<file path="src/rtl/mips_multicycle_ctrl.sv">
// mips_multicycle_ctrl
//   Main control FSM for the multicycle MIPS32 datapath. Sequences each
//   instruction through fetch / decode / execute / memory / writeback and
//   drives the datapath enables, mux selects and the 2-bit ALUOp
//   (00=add, 01=sub, 10=use funct). Stalls on the MemReady handshake.
//
// Configuration macro:
//   CTRL_ADDI_EN  - adds ADDIEXEC/ADDICOMP states for opcode 6'h08.
//                   When undefined, 6'h08 is decoded as an illegal opcode.
//
// Ports:
//   clk, rst_n      rising-edge clock, asynchronous active-low reset
//   Opcode[5:0]     IR[31:26], valid from DECODE onward
//   MemReady        memory done; qualifies FETCH, MEMRD and MEMWR
//   PCWrite, PCWriteCond, IorD, MemRead, MemWrite, IRWrite,
//   MemtoReg, RegDst, RegWrite, ALUSrcA      1-bit datapath controls
//   ALUSrcB[1:0], ALUOp[1:0], PCSource[1:0]  datapath mux selects
//   IllegalOp       one-cycle pulse in DECODE on an unsupported opcode
//   State[3:0]      current state encoding
//
// state      | meaning
// -----------+---------------------------------------------------
// FETCH (0)  | read instruction at PC, PC+4; wait for MemReady
// DECODE(1)  | register read, branch target into ALUOut
// MEMADDR(2) | effective address for LW/SW
// MEMRD (3)  | data read at ALUOut; wait for MemReady
// MEMWB (4)  | MDR -> rt
// MEMWR (5)  | data write at ALUOut; wait for MemReady
// EXECUTE(6) | R-type ALU operation
// RCOMPLETE(7)| ALUOut -> rd
// BRANCH(8)  | compare A/B, conditional PC load
// JUMP  (9)  | PC <- jump target
// ADDIEXEC(10)| A + imm          (CTRL_ADDI_EN only)
// ADDICOMP(11)| ALUOut -> rt     (CTRL_ADDI_EN only)

module mips_multicycle_ctrl #(
    parameter logic [5:0] OPC_RTYPE = 6'h00,
    parameter logic [5:0] OPC_LW    = 6'h23,
    parameter logic [5:0] OPC_SW    = 6'h2B,
    parameter logic [5:0] OPC_BEQ   = 6'h04,
    parameter logic [5:0] OPC_J     = 6'h02,
    parameter logic [5:0] OPC_ADDI  = 6'h08
) (
    input  logic       clk,
    input  logic       rst_n,
    input  logic [5:0] Opcode,
    input  logic       MemReady,
    output logic       PCWrite,
    output logic       PCWriteCond,
    output logic       IorD,
    output logic       MemRead,
    output logic       MemWrite,
    output logic       IRWrite,
    output logic       MemtoReg,
    output logic       RegDst,
    output logic       RegWrite,
    output logic       ALUSrcA,
    output logic [1:0] ALUSrcB,
    output logic [1:0] ALUOp,
    output logic [1:0] PCSource,
    output logic       IllegalOp,
    output logic [3:0] State
);

    // Encodings 10/11 are reserved for the ADDI states; without the macro
    // they are never entered and fall into the unused-encoding default.
    typedef enum logic [3:0] {
        S_FETCH     = 4'd0,
        S_DECODE    = 4'd1,
        S_MEMADDR   = 4'd2,
        S_MEMRD     = 4'd3,
        S_MEMWB     = 4'd4,
        S_MEMWR     = 4'd5,
        S_EXECUTE   = 4'd6,
        S_RCOMPLETE = 4'd7,
        S_BRANCH    = 4'd8,
        S_JUMP      = 4'd9,
        S_ADDIEXEC  = 4'd10,
        S_ADDICOMP  = 4'd11
    } state_t;

    state_t state_q;
    state_t state_d;

    always_ff @(posedge clk or negedge rst_n) begin
        if (!rst_n) begin
            state_q <= S_FETCH;
        end else begin
            state_q <= state_d;
        end
    end

    assign State = state_q;

    always_comb begin
        state_d     = S_FETCH;
        PCWrite     = 1'b0;
        PCWriteCond = 1'b0;
        IorD        = 1'b0;
        MemRead     = 1'b0;
        MemWrite    = 1'b0;
        IRWrite     = 1'b0;
        MemtoReg    = 1'b0;
        RegDst      = 1'b0;
        RegWrite    = 1'b0;
        ALUSrcA     = 1'b0;
        ALUSrcB     = 2'b00;
        ALUOp       = 2'b00;
        PCSource    = 2'b00;
        IllegalOp   = 1'b0;

        case (state_q)
            S_FETCH: begin
                MemRead = 1'b1;
                ALUSrcB = 2'b01;
                // IR and PC only load on the cycle the memory delivers.
                IRWrite = MemReady;
                PCWrite = MemReady;
                state_d = MemReady ? S_DECODE : S_FETCH;
            end
            S_DECODE: begin
                ALUSrcB = 2'b11;
                case (Opcode)
                    OPC_LW,
                    OPC_SW:    state_d = S_MEMADDR;
                    OPC_RTYPE: state_d = S_EXECUTE;
                    OPC_BEQ:   state_d = S_BRANCH;
                    OPC_J:     state_d = S_JUMP;
`ifdef CTRL_ADDI_EN
                    OPC_ADDI:  state_d = S_ADDIEXEC;
`else
                    OPC_ADDI: begin
                        IllegalOp = 1'b1;
                        state_d   = S_FETCH;
                    end
`endif
                    default: begin
                        IllegalOp = 1'b1;
                        state_d   = S_FETCH;
                    end
                endcase
            end
            S_MEMADDR: begin
                ALUSrcA = 1'b1;
                ALUSrcB = 2'b10;
                // Opcode is held by the IR; anything else here is a corrupted
                // instruction, so just restart.
                if (Opcode == OPC_LW) begin
                    state_d = S_MEMRD;
                end else if (Opcode == OPC_SW) begin
                    state_d = S_MEMWR;
                end else begin
                    state_d = S_FETCH;
                end
            end
            S_MEMRD: begin
                MemRead = 1'b1;
                IorD    = 1'b1;
                state_d = MemReady ? S_MEMWB : S_MEMRD;
            end
            S_MEMWB: begin
                RegWrite = 1'b1;
                MemtoReg = 1'b1;
                state_d  = S_FETCH;
            end
            S_MEMWR: begin
                MemWrite = 1'b1;
                IorD     = 1'b1;
                state_d  = MemReady ? S_FETCH : S_MEMWR;
            end
            S_EXECUTE: begin
                ALUSrcA = 1'b1;
                ALUOp   = 2'b10;
                state_d = S_RCOMPLETE;
            end
            S_RCOMPLETE: begin
                RegWrite = 1'b1;
                RegDst   = 1'b1;
                state_d  = S_FETCH;
            end
            S_BRANCH: begin
                ALUSrcA     = 1'b1;
                ALUOp       = 2'b01;
                PCWriteCond = 1'b1;
                PCSource    = 2'b01;
                state_d     = S_FETCH;
            end
            S_JUMP: begin
                PCWrite  = 1'b1;
                PCSource = 2'b10;
                state_d  = S_FETCH;
            end
`ifdef CTRL_ADDI_EN
            S_ADDIEXEC: begin
                ALUSrcA = 1'b1;
                ALUSrcB = 2'b10;
                state_d = S_ADDICOMP;
            end
            S_ADDICOMP: begin
                RegWrite = 1'b1;
                state_d  = S_FETCH;
            end
`endif
            default: state_d = S_FETCH;
        endcase

        // No request or write may escape while reset is held.
        if (!rst_n) begin
            PCWrite     = 1'b0;
            PCWriteCond = 1'b0;
            IorD        = 1'b0;
            MemRead     = 1'b0;
            MemWrite    = 1'b0;
            IRWrite     = 1'b0;
            MemtoReg    = 1'b0;
            RegDst      = 1'b0;
            RegWrite    = 1'b0;
            ALUSrcA     = 1'b0;
            ALUSrcB     = 2'b00;
            ALUOp       = 2'b00;
            PCSource    = 2'b00;
            IllegalOp   = 1'b0;
        end
    end

endmodule

</file>
<file path="config.mk">
export PLATFORM = sky130hd
export DESIGN_NAME = mips_multicycle_ctrl
export DESIGN_NICKNAME = d
export VERILOG_FILES = /design/src/rtl/mips_multicycle_ctrl.sv
export SDC_FILE = /design/constraint.sdc
export NUM_CORES = 1
export LEC_CHECK = 0
export BUFFER_PORTS_ARGS = -buffer_cell sky130_fd_sc_hd__buf_4
export CAP_MARGIN = 0
export CORE_AREA = 3 3 40 42
export CTS_BUF_LIST = sky130_fd_sc_hd__clkbuf_4 sky130_fd_sc_hd__clkbuf_8 sky130_fd_sc_hd__clkbuf_16
export DETAILED_ROUTE_END_ITERATION = 16
export DIE_AREA = 0 0 43 45
export PLACE_DENSITY = 0.73
export SLEW_MARGIN = 20
export SYNTH_ARGS = -nofsm -noshare
export SYNTH_HDL_FRONTEND = slang
export SYNTH_SLANG_ARGS = --single-unit
export TNS_END_PERCENT = 50
</file>
<file path="constraint.sdc">
create_clock -name clk -period 1.65 [get_ports clk]
set_clock_uncertainty 0.2 [all_clocks]
set_input_delay 0.33 -clock clk [delete_from_list [all_inputs] [get_ports clk]]
set_output_delay 0.33 -clock clk [all_outputs]
set_load 0.1 [all_outputs]
</file>
==> flow_metrics.env, run 1 <==
export IMPL_holdBufCountCts=2
export IMPL_port_buffer_count=29
export IMPL_cts_htree_levels=1
export IMPL_ys_async_sr_fraction=1.00
export IMPL_cts_max_path_bufs=2
export IMPL_failing_step="4_1_cts"
export IMPL_cts_repair_resized=74
export IMPL_clock_sink_count=4
export IMPL_cts_buffers=3
export IMPL_synth_top_cells_by_count="sky130_fd_sc_hd__nor2_1 (7), sky130_fd_sc_hd__nor3_1 (7), sky130_fd_sc_hd__dfrtp_1 (4)"
export IMPL_design_portCount=30
export IMPL_synth_top_cells_by_area="sky130_fd_sc_hd__dfrtp_1 (19%), sky130_fd_sc_hd__nor3_1 (6.8%), sky130_fd_sc_hd__buf_6 (6.5%)"
export IMPL_synth_main_ff_cell="sky130_fd_sc_hd__dfrtp_1"
export IMPL_status="did not finish"
export IMPL_placed_cells=133
export IMPL_synth_edf_count=0
export IMPL_routabilityCongestion=0.823
export IMPL_synth_largest_area_cell="sky130_fd_sc_hd__dfrtp_1"
export IMPL_run_stop_error="[ERROR DPL-0038] Utilization greater than 100%, impossible to legalize"
export IMPL_yosysUniqueCellTypes=36
export IMPL_yosys_warnings=0
export IMPL_synth_seq_cells=4
export IMPL_ctsRootBufferMaster="sky130_fd_sc_hd__clkbuf_4"
export IMPL_synth_largest_type_area_fraction=0.193
export IMPL_synth_yosys_seq_area_share=0.193
export IMPL_start_util=0.403
export IMPL_synthesis_instances=67
export IMPL_post_cts_buffers=5
export IMPL_syn_num_nets=76
export IMPL_synth_area_per_cell_um2=7.73
export IMPL_hpwlAfterDp_um=1560
export IMPL_number_of_core_rows=13
export IMPL_chipHeight_um=45
export IMPL_x_dimension_of_the_die_um=43
export IMPL_post_synth_instance_area_um2=518
metrics by stage:
step / cell area [µm²] / setup WS, ns
3_5_place_dp: 1040 / -0.269
2_1_floorplan: 658 / -1.17
3_3_place_gp: 1040 / -0.243
logic make-up after synthesis:
logic type      after synthesis  synth area share
simple gates                 44             0.519
compound gates               10             0.152
buf+inv                       7             0.101
flops                         4             0.193
xor+xnor                      2            0.0338
==> run 2: changes to the inputs <==
Settings changed: CORE_AREA 3 3 40 42 to 3 3 64 66, CTS_BUF_LIST sky130_fd_sc_hd__clkbuf_4 sky130_fd_sc_hd__clkbuf_8 sky130_fd_sc_hd__clkbuf_16 to unset, DIE_AREA 0 0 43 45 to 0 0 67 69, PLACE_DENSITY 0.73 to unset, PLACE_DENSITY_LB_ADDON set to 0.15.
==> run 2 against run 1 <==
Compared with the run above:
- the flow now finishes, with violations (negative setup slack)
- synthesized area did not move
- synthesized cell count is the same
==> flow_metrics.env, run 2 <==
export IMPL_routabilityCongestion=0.752
export IMPL_cells_traversed_along_the_worst_timing_path="buf_6 > nand3b_1 > buf_4 > nor2_4 > or2_4 > buf_12"
export IMPL_cts_buffers=3
export IMPL_globalRoute_totalOverflow=0
export IMPL_final_max_tran_viols=0
export IMPL_gr_usage_all_layers=0.0962
export IMPL_yosysUniqueCellTypes=36
export IMPL_diodes=0
export IMPL_placed_cells=171
export IMPL_hold_path_class="in -> reg"
export IMPL_post_synth_instance_area_um2=518
export IMPL_hpwlAfterDp_um=1680
export IMPL_maxSlewHeadroom=0.768
export IMPL_post_route_min_period_ns=2.06
export IMPL_startpoint_type="flop"
export IMPL_timing_critical_path_to_type="output port"
export IMPL_status="finished, violations left"
export IMPL_routedWlPerCell_um=11.9
export IMPL_ir_worst_vdd_uv=845
export IMPL_design_die_area_mm2=0.00462
export IMPL_fin_total_pwr_uw=1500
export IMPL_rsz0062_at_grt="true"
export IMPL_synth_top_cells_by_area="sky130_fd_sc_hd__dfrtp_1 (19%), sky130_fd_sc_hd__nor3_1 (6.8%), sky130_fd_sc_hd__buf_6 (6.5%)"
export IMPL_finalSetupViolCount=19
export IMPL_worst_path_dominant_cell_family="flip-flops"
export IMPL_setup_slack_ns=-0.408
export IMPL_synth_yosys_seq_area_share=0.193
export IMPL_grt_pass1_wl_um=3460
export IMPL_area_growth_syn_to_layout_pct=199
export IMPL_antenna_left=0
export IMPL_cp_slowest_cell="sky130_fd_sc_hd__dfrtp_4"
export IMPL_crit_arrival_ns=1.53
export IMPL_routed_wl_um=2170
export IMPL_synth_main_ff_cell="sky130_fd_sc_hd__dfrtp_1"
export IMPL_cpPeakStageDelay_ns=0.50
export IMPL_synth_area_per_cell_um2=7.73
export IMPL_timing_worst_setup_path_type="reg -> out"
export IMPL_finalHoldViolations=0
export IMPL_design_core_area_mm2=0.00363
export IMPL_final_seq_area_um2=115
export IMPL_chipHeight_um=69
export IMPL_synth_edf_count=0
export IMPL_cts_htree_levels=1
export IMPL_largest_reg_flops=4
export IMPL_synthesis_instances=67
export IMPL_number_of_core_rows=22
export IMPL_nNetsFinal=145
export IMPL_worst_ep_required_time_ns=1.12
export IMPL_stdcell_count=182
export IMPL_max_clock_freq_mhz=486
export IMPL_drt_pre_antenna_iters=3
export IMPL_leakage_power_figure_uw=0.000660
export IMPL_yosys_warnings=0
export IMPL_grt_pass1_vias=776
export IMPL_layout_commonest_cell="sky130_fd_sc_hd__buf_4"
export IMPL_design_portCount=30
export IMPL_grt_antenna_before_repair=0
export IMPL_detail_route_drc_violations=0
export IMPL_grt_start_max_net_pins=11
export IMPL_leading_cell_types_in_the_layout_fill_and_taps_excluded="sky130_fd_sc_hd__buf_4 (36), sky130_fd_sc_hd__buf_12 (18), sky130_fd_sc_hd__buf_6 (13), sky130_fd_sc_hd__nor2_4 (6), sky130_fd_sc_hd__nor3_4 (6)"
export IMPL_clk_transition_reported_paths_ns=0.03
export IMPL_synth_seq_cells=4
export IMPL_x_dimension_of_the_die_um=67
export IMPL_start_util=0.143
export IMPL_ys_async_sr_fraction=1.00
export IMPL_layout_worst_path_cycle_share=1.25
export IMPL_crit_fanout=3
export IMPL_synth_top_cells_by_count="sky130_fd_sc_hd__nor2_1 (7), sky130_fd_sc_hd__nor3_1 (7), sky130_fd_sc_hd__dfrtp_1 (4)"
export IMPL_worstPathBufferInverterCount=3
export IMPL_synth_largest_type_area_fraction=0.193
export IMPL_powerDensity_mw_per_mm2=967
export IMPL_multiInputGateArea_um2=533
export IMPL_port_buffer_count=29
export IMPL_clock_sink_count=4
export IMPL_initialDrtViolationCount=11
export IMPL_cts_max_path_bufs=2
export IMPL_tritoncts="yes"
export IMPL_ctsRootBufferMaster="sky130_fd_sc_hd__clkbuf_8"
export IMPL_layout_drive_gt1_share=0.784
export IMPL_failed_checks="negative setup slack"
export IMPL_filler_cell_count=372
export IMPL_fin_setup_tns_ns=-5.80
export IMPL_syn_num_nets=76
export IMPL_worst_pin_slew_ns=0.345
export IMPL_viasPerCell=4.18
export IMPL_clk_insertion_delay_late_ns=0.22
export IMPL_synth_largest_area_cell="sky130_fd_sc_hd__dfrtp_1"
export IMPL_routed_via_count=760
export IMPL_maxCapViolations=0
[run 2: cell counts after synthesis]
Identical to the previous run, type by type.
[run 2: power breakdown]
group	total [µW]	switching, µW	internal [µW]
combinational	1130	670	460
clock	207	51.3	156
sequential	160	35.5	124
total	1500	757	739
[run 2: cell type report]
cell class	instances	area share
Clock buffer	3	0.0267
Inverter	3	0.00728
Multi-Input combinational cell	56	0.344
Sequential cell	4	0.0744
Tap cell	48	0.0388
Timing Repair Buffer	68	0.508
[run 2: worst register-to-register path, stage by stage (launching register included)]
cell and delay (ns):
sky130_fd_sc_hd__dfrtp_4 0.50, sky130_fd_sc_hd__buf_6 0.15, sky130_fd_sc_hd__buf_6 0.11, sky130_fd_sc_hd__buf_6 0.11, sky130_fd_sc_hd__buf_6 0.11, sky130_fd_sc_hd__nand4bb_1 0.16
sky130_fd_sc_hd__a31o_1 0.20, sky130_fd_sc_hd__o211ai_2 0.07
[run 2: path summary, 6_finish.rpt]
| check | from | to | slack (ns) | cells past startpoint |
|---|---|---|---|---|
| max reg2reg | State[1]$_DFF_PN0_ | State[2]$_DFF_PN0_ | -0.05 | 7 |
| max in group asynchronous | rst_n | State[3]$_DFF_PN0_ | 0.64 | 3 |
| min | Opcode[3] | State[1]$_DFF_PN0_ | 0.24 | 3 |
| min reg2reg | State[3]$_DFF_PN0_ | State[2]$_DFF_PN0_ | 0.60 | 3 |
| max | State[3]$_DFF_PN0_ | PCWrite | -0.41 | 6 |
| min in group asynchronous | rst_n | State[2]$_DFF_PN0_ | 0.41 | 3 |
[run 2: repair_timing]
action / CTS / global route
setup endpoints to repair: 20 / 19
hold endpoints to repair: 4 / 0
gates resized for setup: 65 / 17
pin swaps: 4 / 9
setup buffers: 1 / 6
hold buffers: 1 / 0
[run 2: metrics by stage]
stage	cell area (µm²)	worst slack, ns	hold slack [ns]	utilization
global route	1550	-0.456	0.264	0.426
global placement	1130	-0.296	0.0597	0.310
finish	1550	-0.408	0.240	0.426
detailed placement	1130	-0.300	0.0545	0.310
floorplan	658	-1.17	-0.166	-
CTS	1450	-0.449	0.239	0.398
[run 2: cells by family after synthesis]
logic type      Yosys count  synth area share
xor+xnor                  2            0.0338
buf+inv                   7             0.101
flops                     4             0.193
simple gates             44             0.519
compound gates           10             0.152
[run 2: layer usage]
| metal | share of wire | routed length [µm] | GRT usage |
|---|---|---|---|
| met2 | 0.52 | 1130 | 0.159 |
| met3 | 0.059 | 129 | 0.0179 |
| met1 | 0.40 | 876 | 0.118 |
| met4 | 0.014 | 30 | 0.0405 |
| met5 | 0 | 0 | 0 |
Power figures use the tool's default switching activity.
==> run 3: changes to the inputs <==
Clock period 1.65 ns to 2.2 ns, I/O delays scaled along.
==> run 3 against run 2 <==
Compared with the run above:
- the run now ends clean
- combinational power fell by 41%
- worst setup slack gained 0.45 ns
- sequential power decreased by 25%
- cell area is 29% lower
- critical path depth shrank 2
- global-route usage down 1.8 points
- wire length down 18%
- critical path type unchanged
- highest routed layer unchanged
==> flow_metrics.env, run 3 (same netlist as run 2, synthesis figures left out) <==
export IMPL_status="complete, no violations"
export IMPL_filler_cell_count=392
export IMPL_diodes=0
export IMPL_chipHeight_um=69
export IMPL_post_route_min_period_ns=2.16
export IMPL_globalRoute_totalOverflow=0
export IMPL_timing_critical_path_to_type="output port"
export IMPL_number_of_core_rows=22
export IMPL_area_growth_syn_to_layout_pct=112
export IMPL_final_core_util=0.303
export IMPL_worst_ep_required_time_ns=1.56
export IMPL_dpl_instance_area_um2=965
export IMPL_layout_drive_gt1_share=0.670
export IMPL_grt_antenna_before_repair=0
export IMPL_port_buffer_count=29
export IMPL_final_max_tran_viols=0
export IMPL_layout_worst_path_cycle_share=0.982
export IMPL_finalHoldViolations=0
export IMPL_largest_reg_flops=4
export IMPL_worst_pin_slew_ns=0.351
export IMPL_routed_wl_um=1790
export IMPL_routedWlPerCell_um=11.4
export IMPL_timing_worst_setup_path_type="reg -> out"
export IMPL_clk_insertion_delay_late_ns=0.22
export IMPL_gr_usage_all_layers=0.0780
export IMPL_grt_start_max_net_pins=12
export IMPL_crit_fanout=9
export IMPL_cts_max_path_bufs=2
export IMPL_grt_pass1_wl_um=2840
export IMPL_design_die_area_mm2=0.00462
export IMPL_initialDrtViolationCount=10
export IMPL_clock_sink_count=4
export IMPL_maxSlewHeadroom=0.764
export IMPL_nNetsFinal=120
export IMPL_grt_pass1_vias=623
export IMPL_antenna_left=0
export IMPL_viasPerCell=4.23
export IMPL_cts_buffers=3
export IMPL_ctsRootBufferMaster="sky130_fd_sc_hd__clkbuf_8"
export IMPL_drt_pre_antenna_iters=4
export IMPL_rsz0062_at_grt="true"
export IMPL_design_core_area_mm2=0.00363
export IMPL_hold_path_class="in -> reg"
export IMPL_clk_transition_reported_paths_ns=0.03
export IMPL_fin_total_pwr_uw=944
export IMPL_crit_arrival_ns=1.52
export IMPL_leakage_power_figure_uw=0.000469
export IMPL_layout_commonest_cell="sky130_fd_sc_hd__buf_4"
export IMPL_hpwlAfterDp_um=1480
export IMPL_powerDensity_mw_per_mm2=859
export IMPL_leading_cell_types_in_the_layout_fill_and_taps_excluded="sky130_fd_sc_hd__buf_4 (31), sky130_fd_sc_hd__buf_6 (7), sky130_fd_sc_hd__nor3_4 (6), sky130_fd_sc_hd__nor2_1 (4)"
export IMPL_max_clock_freq_mhz=463
export IMPL_post_layout_inst_area_mm2=0.00110
export IMPL_x_dimension_of_the_die_um=67
export IMPL_startpoint_type="flop"
export IMPL_maxCapViolations=0
export IMPL_cts_htree_levels=1
export IMPL_design_portCount=30
export IMPL_tritoncts="yes"
export IMPL_routed_via_count=664
export IMPL_routabilityCongestion=0.661
export IMPL_ir_worst_vdd_uv=595
export IMPL_start_util=0.143
export IMPL_detail_route_drc_violations=0
export IMPL_finalSetupViolCount=0
==> run 3: power breakdown <==
part           switching [µW]  leakage (µW)  internal [µW]
combinational             458      0.000401            213
clock                    37.1     0.0000216            117
sequential               31.7     0.0000471           88.3
total                     527      0.000469            418
==> run 3: timing repair <==
item | CTS | global route
gates cloned | 0 | 0
pin swaps | 0 | 1
buffers inserted | 1 | 0
hold endpoints to repair | 4 | 0
gates resized for setup | 14 | 6
hold buffers | 1 | 0
setup endpoints to repair | 9 | 8
==> run 3: through the flow <==
| stage | hold WS [ns] | setup slack (ns) | cells | TNS (ns) |
|---|---|---|---|---|
| finish | 0.270 | 0.0388 | 157 | 0 |
| detailed placement | 0.183 | 0.103 | 152 | 0 |
| floorplan | -0.0556 | -0.731 | 67 | -5.26 |
| CTS | 0.270 | 0.0132 | 157 | 0 |
| global route | 0.284 | -0.0283 | 157 | -0.102 |
| global placement | 0.177 | 0.0907 | 152 | 0 |
==> run 3: worst max-delay path: stages, from the launching register on <==
cell and delay [ns]:
sky130_fd_sc_hd__dfrtp_4 0.51, sky130_fd_sc_hd__nand3b_1 0.17, sky130_fd_sc_hd__buf_4 0.16, sky130_fd_sc_hd__nor3_4 0.20, sky130_fd_sc_hd__buf_6 0.25
==> run 3: path summary, 6_finish.rpt <==
check                                    from                  to  slack (ns)  cells past startpoint
hold / removal                      Opcode[3]  State[1]$_DFF_PN0_        0.27                      2
max in group asynchronous               rst_n  State[2]$_DFF_PN0_        1.07                      3
setup reg to reg           State[2]$_DFF_PN0_  State[1]$_DFF_PN0_        0.68                      4
min in group asynchronous               rst_n  State[3]$_DFF_PN0_        0.54                      3
setup / recovery           State[2]$_DFF_PN0_         PCSource[0]        0.04                      4
hold reg to reg            State[3]$_DFF_PN0_  State[2]$_DFF_PN0_        0.55                      2
==> run 3: per-layer routing <==
metal,up-vias,track usage,routed length [µm],share of wire
met2,28,0.106,772,0.43
met5,-,0,0,0
met1,303,0.112,825,0.46
met4,0,0.0541,42,0.023
met3,4,0.00814,148,0.083
li1,329,-,-,-
==> run 3: layout make-up <==
cell class                      instances  area (µm²)  area share
Multi-Input combinational cell         56         480       0.437
Clock buffer                            3        41.3      0.0375
Inverter                                3        11.3      0.0102
Sequential cell                         4         110       0.100
Timing Repair Buffer                   43         397       0.361
Tap cell                               48        60.1      0.0546
==> run 4: changes to the inputs <==
Settings changed: MAX_ROUTING_LAYER set to met4.
Clock period 2.2 ns to 1.8 ns, I/O delays scaled along.
==> run 4 against run 3 <==
Compared with the run above:
- the run now ends with negative setup slack left
- via count is 11% higher
- clock-buffer cell count stayed put
- wire length is 20% higher
- combinational power is 47% higher
- total power is 40% higher
- non-clock buffer count is 19 higher
- largest cell class is now non-clock buffers
==> flow_metrics.env, run 4 (same netlist as run 2, synthesis figures left out) <==
export IMPL_finalSetupViolCount=17
export IMPL_layout_commonest_cell="sky130_fd_sc_hd__buf_4"
export IMPL_area_growth_syn_to_layout_pct=181
export IMPL_grt_start_max_net_pins=10
export IMPL_routed_via_count=740
export IMPL_post_route_min_period_ns=2.12
export IMPL_grt_antenna_before_repair=0
export IMPL_fin_total_pwr_uw=1320
export IMPL_globalRoute_totalOverflow=0
export IMPL_met2_track_demand_over_resource=0.176
export IMPL_worst_setup_path_startpoint="State[2]$_DFF_PN0_"
export IMPL_timing_hold_worst_start="Opcode[3]"
export IMPL_worst_setup_timing_slack_at_the_placement_stage_ns=-0.166
export IMPL_leading_cell_types_in_the_layout_fill_and_taps_excluded="sky130_fd_sc_hd__buf_4 (37), sky130_fd_sc_hd__buf_12 (17), sky130_fd_sc_hd__buf_6 (7), sky130_fd_sc_hd__nor3_4 (6), sky130_fd_sc_hd__nor2_4 (5)"
export IMPL_maxSlewHeadroom=0.755
export IMPL_largest_reg_flops=4
export IMPL_design_core_area_mm2=0.00363
export IMPL_layout_drive_gt1_share=0.766
export IMPL_chipHeight_um=69
export IMPL_design_die_area_mm2=0.00462
export IMPL_end_of_the_critical_path="PCWriteCond"
export IMPL_ctsRootBufferMaster="sky130_fd_sc_hd__clkbuf_8"
export IMPL_crit_fanout=4
export IMPL_routabilityCongestion=0.789
export IMPL_dpl_instance_area_mm2=0.00108
export IMPL_worstRegToRegCells=5
export IMPL_tritoncts="yes"
export IMPL_use_met3=0.0163
export IMPL_leakage_power_figure_uw=0.000618
export IMPL_clk_insertion_delay_late_ns=0.21
export IMPL_nNetsFinal=139
export IMPL_reg2reg_setup_slack_ns=0.22
export IMPL_rsz0062_at_grt="true"
export IMPL_number_of_core_rows=22
export IMPL_start_util=0.143
export IMPL_clock_sink_count=4
export IMPL_worst_ep_required_time_ns=1.24
export IMPL_hpwlAfterDp_um=1630
export IMPL_detail_route_drc_violations=0
export IMPL_layout_worst_path_cycle_share=1.18
export IMPL_initialDrtViolationCount=13
export IMPL_maxCapViolations=0
export IMPL_failed_checks="negative setup slack"
export IMPL_crit_arrival_ns=1.56
export IMPL_diodes=0
export IMPL_max_clock_freq_mhz=471
export IMPL_status="finished, violations left"
export IMPL_setup_slack_ns=-0.323
export IMPL_timing_worst_setup_path_type="reg -> out"
export IMPL_worst_r2r_startpoint="State[2]$_DFF_PN0_"
export IMPL_powerDensity_mw_per_mm2=905
export IMPL_clk_transition_reported_paths_ns=0.03
export IMPL_grt_pass1_vias=759
export IMPL_ir_worst_vdd_uv=692
export IMPL_drt_pre_antenna_iters=4
export IMPL_antenna_left=0
export IMPL_gr_usage_all_layers=0.0979
export IMPL_startpoint_type="flop"
export IMPL_viasPerCell=4.20
export IMPL_timing_critical_path_to_type="output port"
export IMPL_hold_path_class="in -> reg"
export IMPL_worst_pin_slew_ns=0.365
export IMPL_final_max_tran_viols=0
export IMPL_x_dimension_of_the_die_um=67
export IMPL_cts_max_path_bufs=2
export IMPL_finalHoldViolations=0
export IMPL_r2r_end="State[0]$_DFF_PN0_"
export IMPL_cts_htree_levels=1
export IMPL_port_buffer_count=29
export IMPL_design_portCount=30
export IMPL_grt_pass1_wl_um=3390
export IMPL_routed_wl_um=2140
export IMPL_routedWlPerCell_um=12.1
export IMPL_top_usage_layer="met2"
export IMPL_post_layout_inst_area_mm2=0.00146
export IMPL_cts_buffers=3
export IMPL_use_met1=0.105
run 4: repair_timing:
action / 4_1_cts / 5_1_grt
resized for setup: 59 / 13
cloned: 0 / 0
hold endpoints to repair: 4 / 0
setup buffers: 4 / 2
setup endpoints to repair: 17 / 18
pin swaps: 7 / 1
hold buffers: 1 / 0
run 4: cell type report:
class	count	area, µm²
Timing Repair Buffer	62	707
Inverter	3	11.3
Fill cell	371	2180
Clock buffer	3	41.3
Multi-Input combinational cell	56	523
Tap cell	48	60.1
Sequential cell	4	115
run 4: worst min-delay path by stage:
stage | end | slack, ns | cells after the start
6_report | State[1]$_DFF_PN0_ | 0.29 | 3
5_1_grt | State[1]$_DFF_PN0_ | 0.31 | 3
4_1_cts | State[1]$_DFF_PN0_ | 0.28 | 3
3_5_place_dp | State[1]$_DFF_PN0_ | 0.21 | 3
3_3_place_gp | State[2]$_DFF_PN0_ | 0.21 | 3
2_1_floorplan | State[0]$_DFF_PN0_ | -0.14 | 0
run 4: routing by layer:
| layer | wire length [µm] | up-vias |
|---|---|---|
| met5 | 0 | - |
| met4 | 30 | 0 |
| met3 | 123 | 2 |
| met2 | 1140 | 27 |
| met1 | 846 | 343 |
| li1 | - | 368 |
run 4: critical path: stages, from the launching register on:
cell                       delay [ns]
sky130_fd_sc_hd__dfrtp_4         0.48
sky130_fd_sc_hd__nand3b_1        0.25
sky130_fd_sc_hd__buf_6           0.18
sky130_fd_sc_hd__nor3_4          0.22
sky130_fd_sc_hd__buf_12          0.21
run 4: stage by stage:
stage / cells / hold slack, ns / setup TNS, ns / util
global route: 176 / 0.307 / -4.84 / 0.401
detailed placement: 166 / 0.213 / -1.58 / 0.296
finish: 176 / 0.288 / -3.93 / 0.401
CTS: 174 / 0.285 / -3.89 / 0.385
global placement: 166 / 0.213 / -1.54 / 0.296
floorplan: 67 / -0.136 / -9.87 / -
run 4: where the power goes:
part           internal (µW)  switching, µW  total [µW]  leakage [µW]
combinational            380            606         985      0.000550
sequential               114           33.7         148     0.0000468
clock                    142           44.1         186     0.0000216
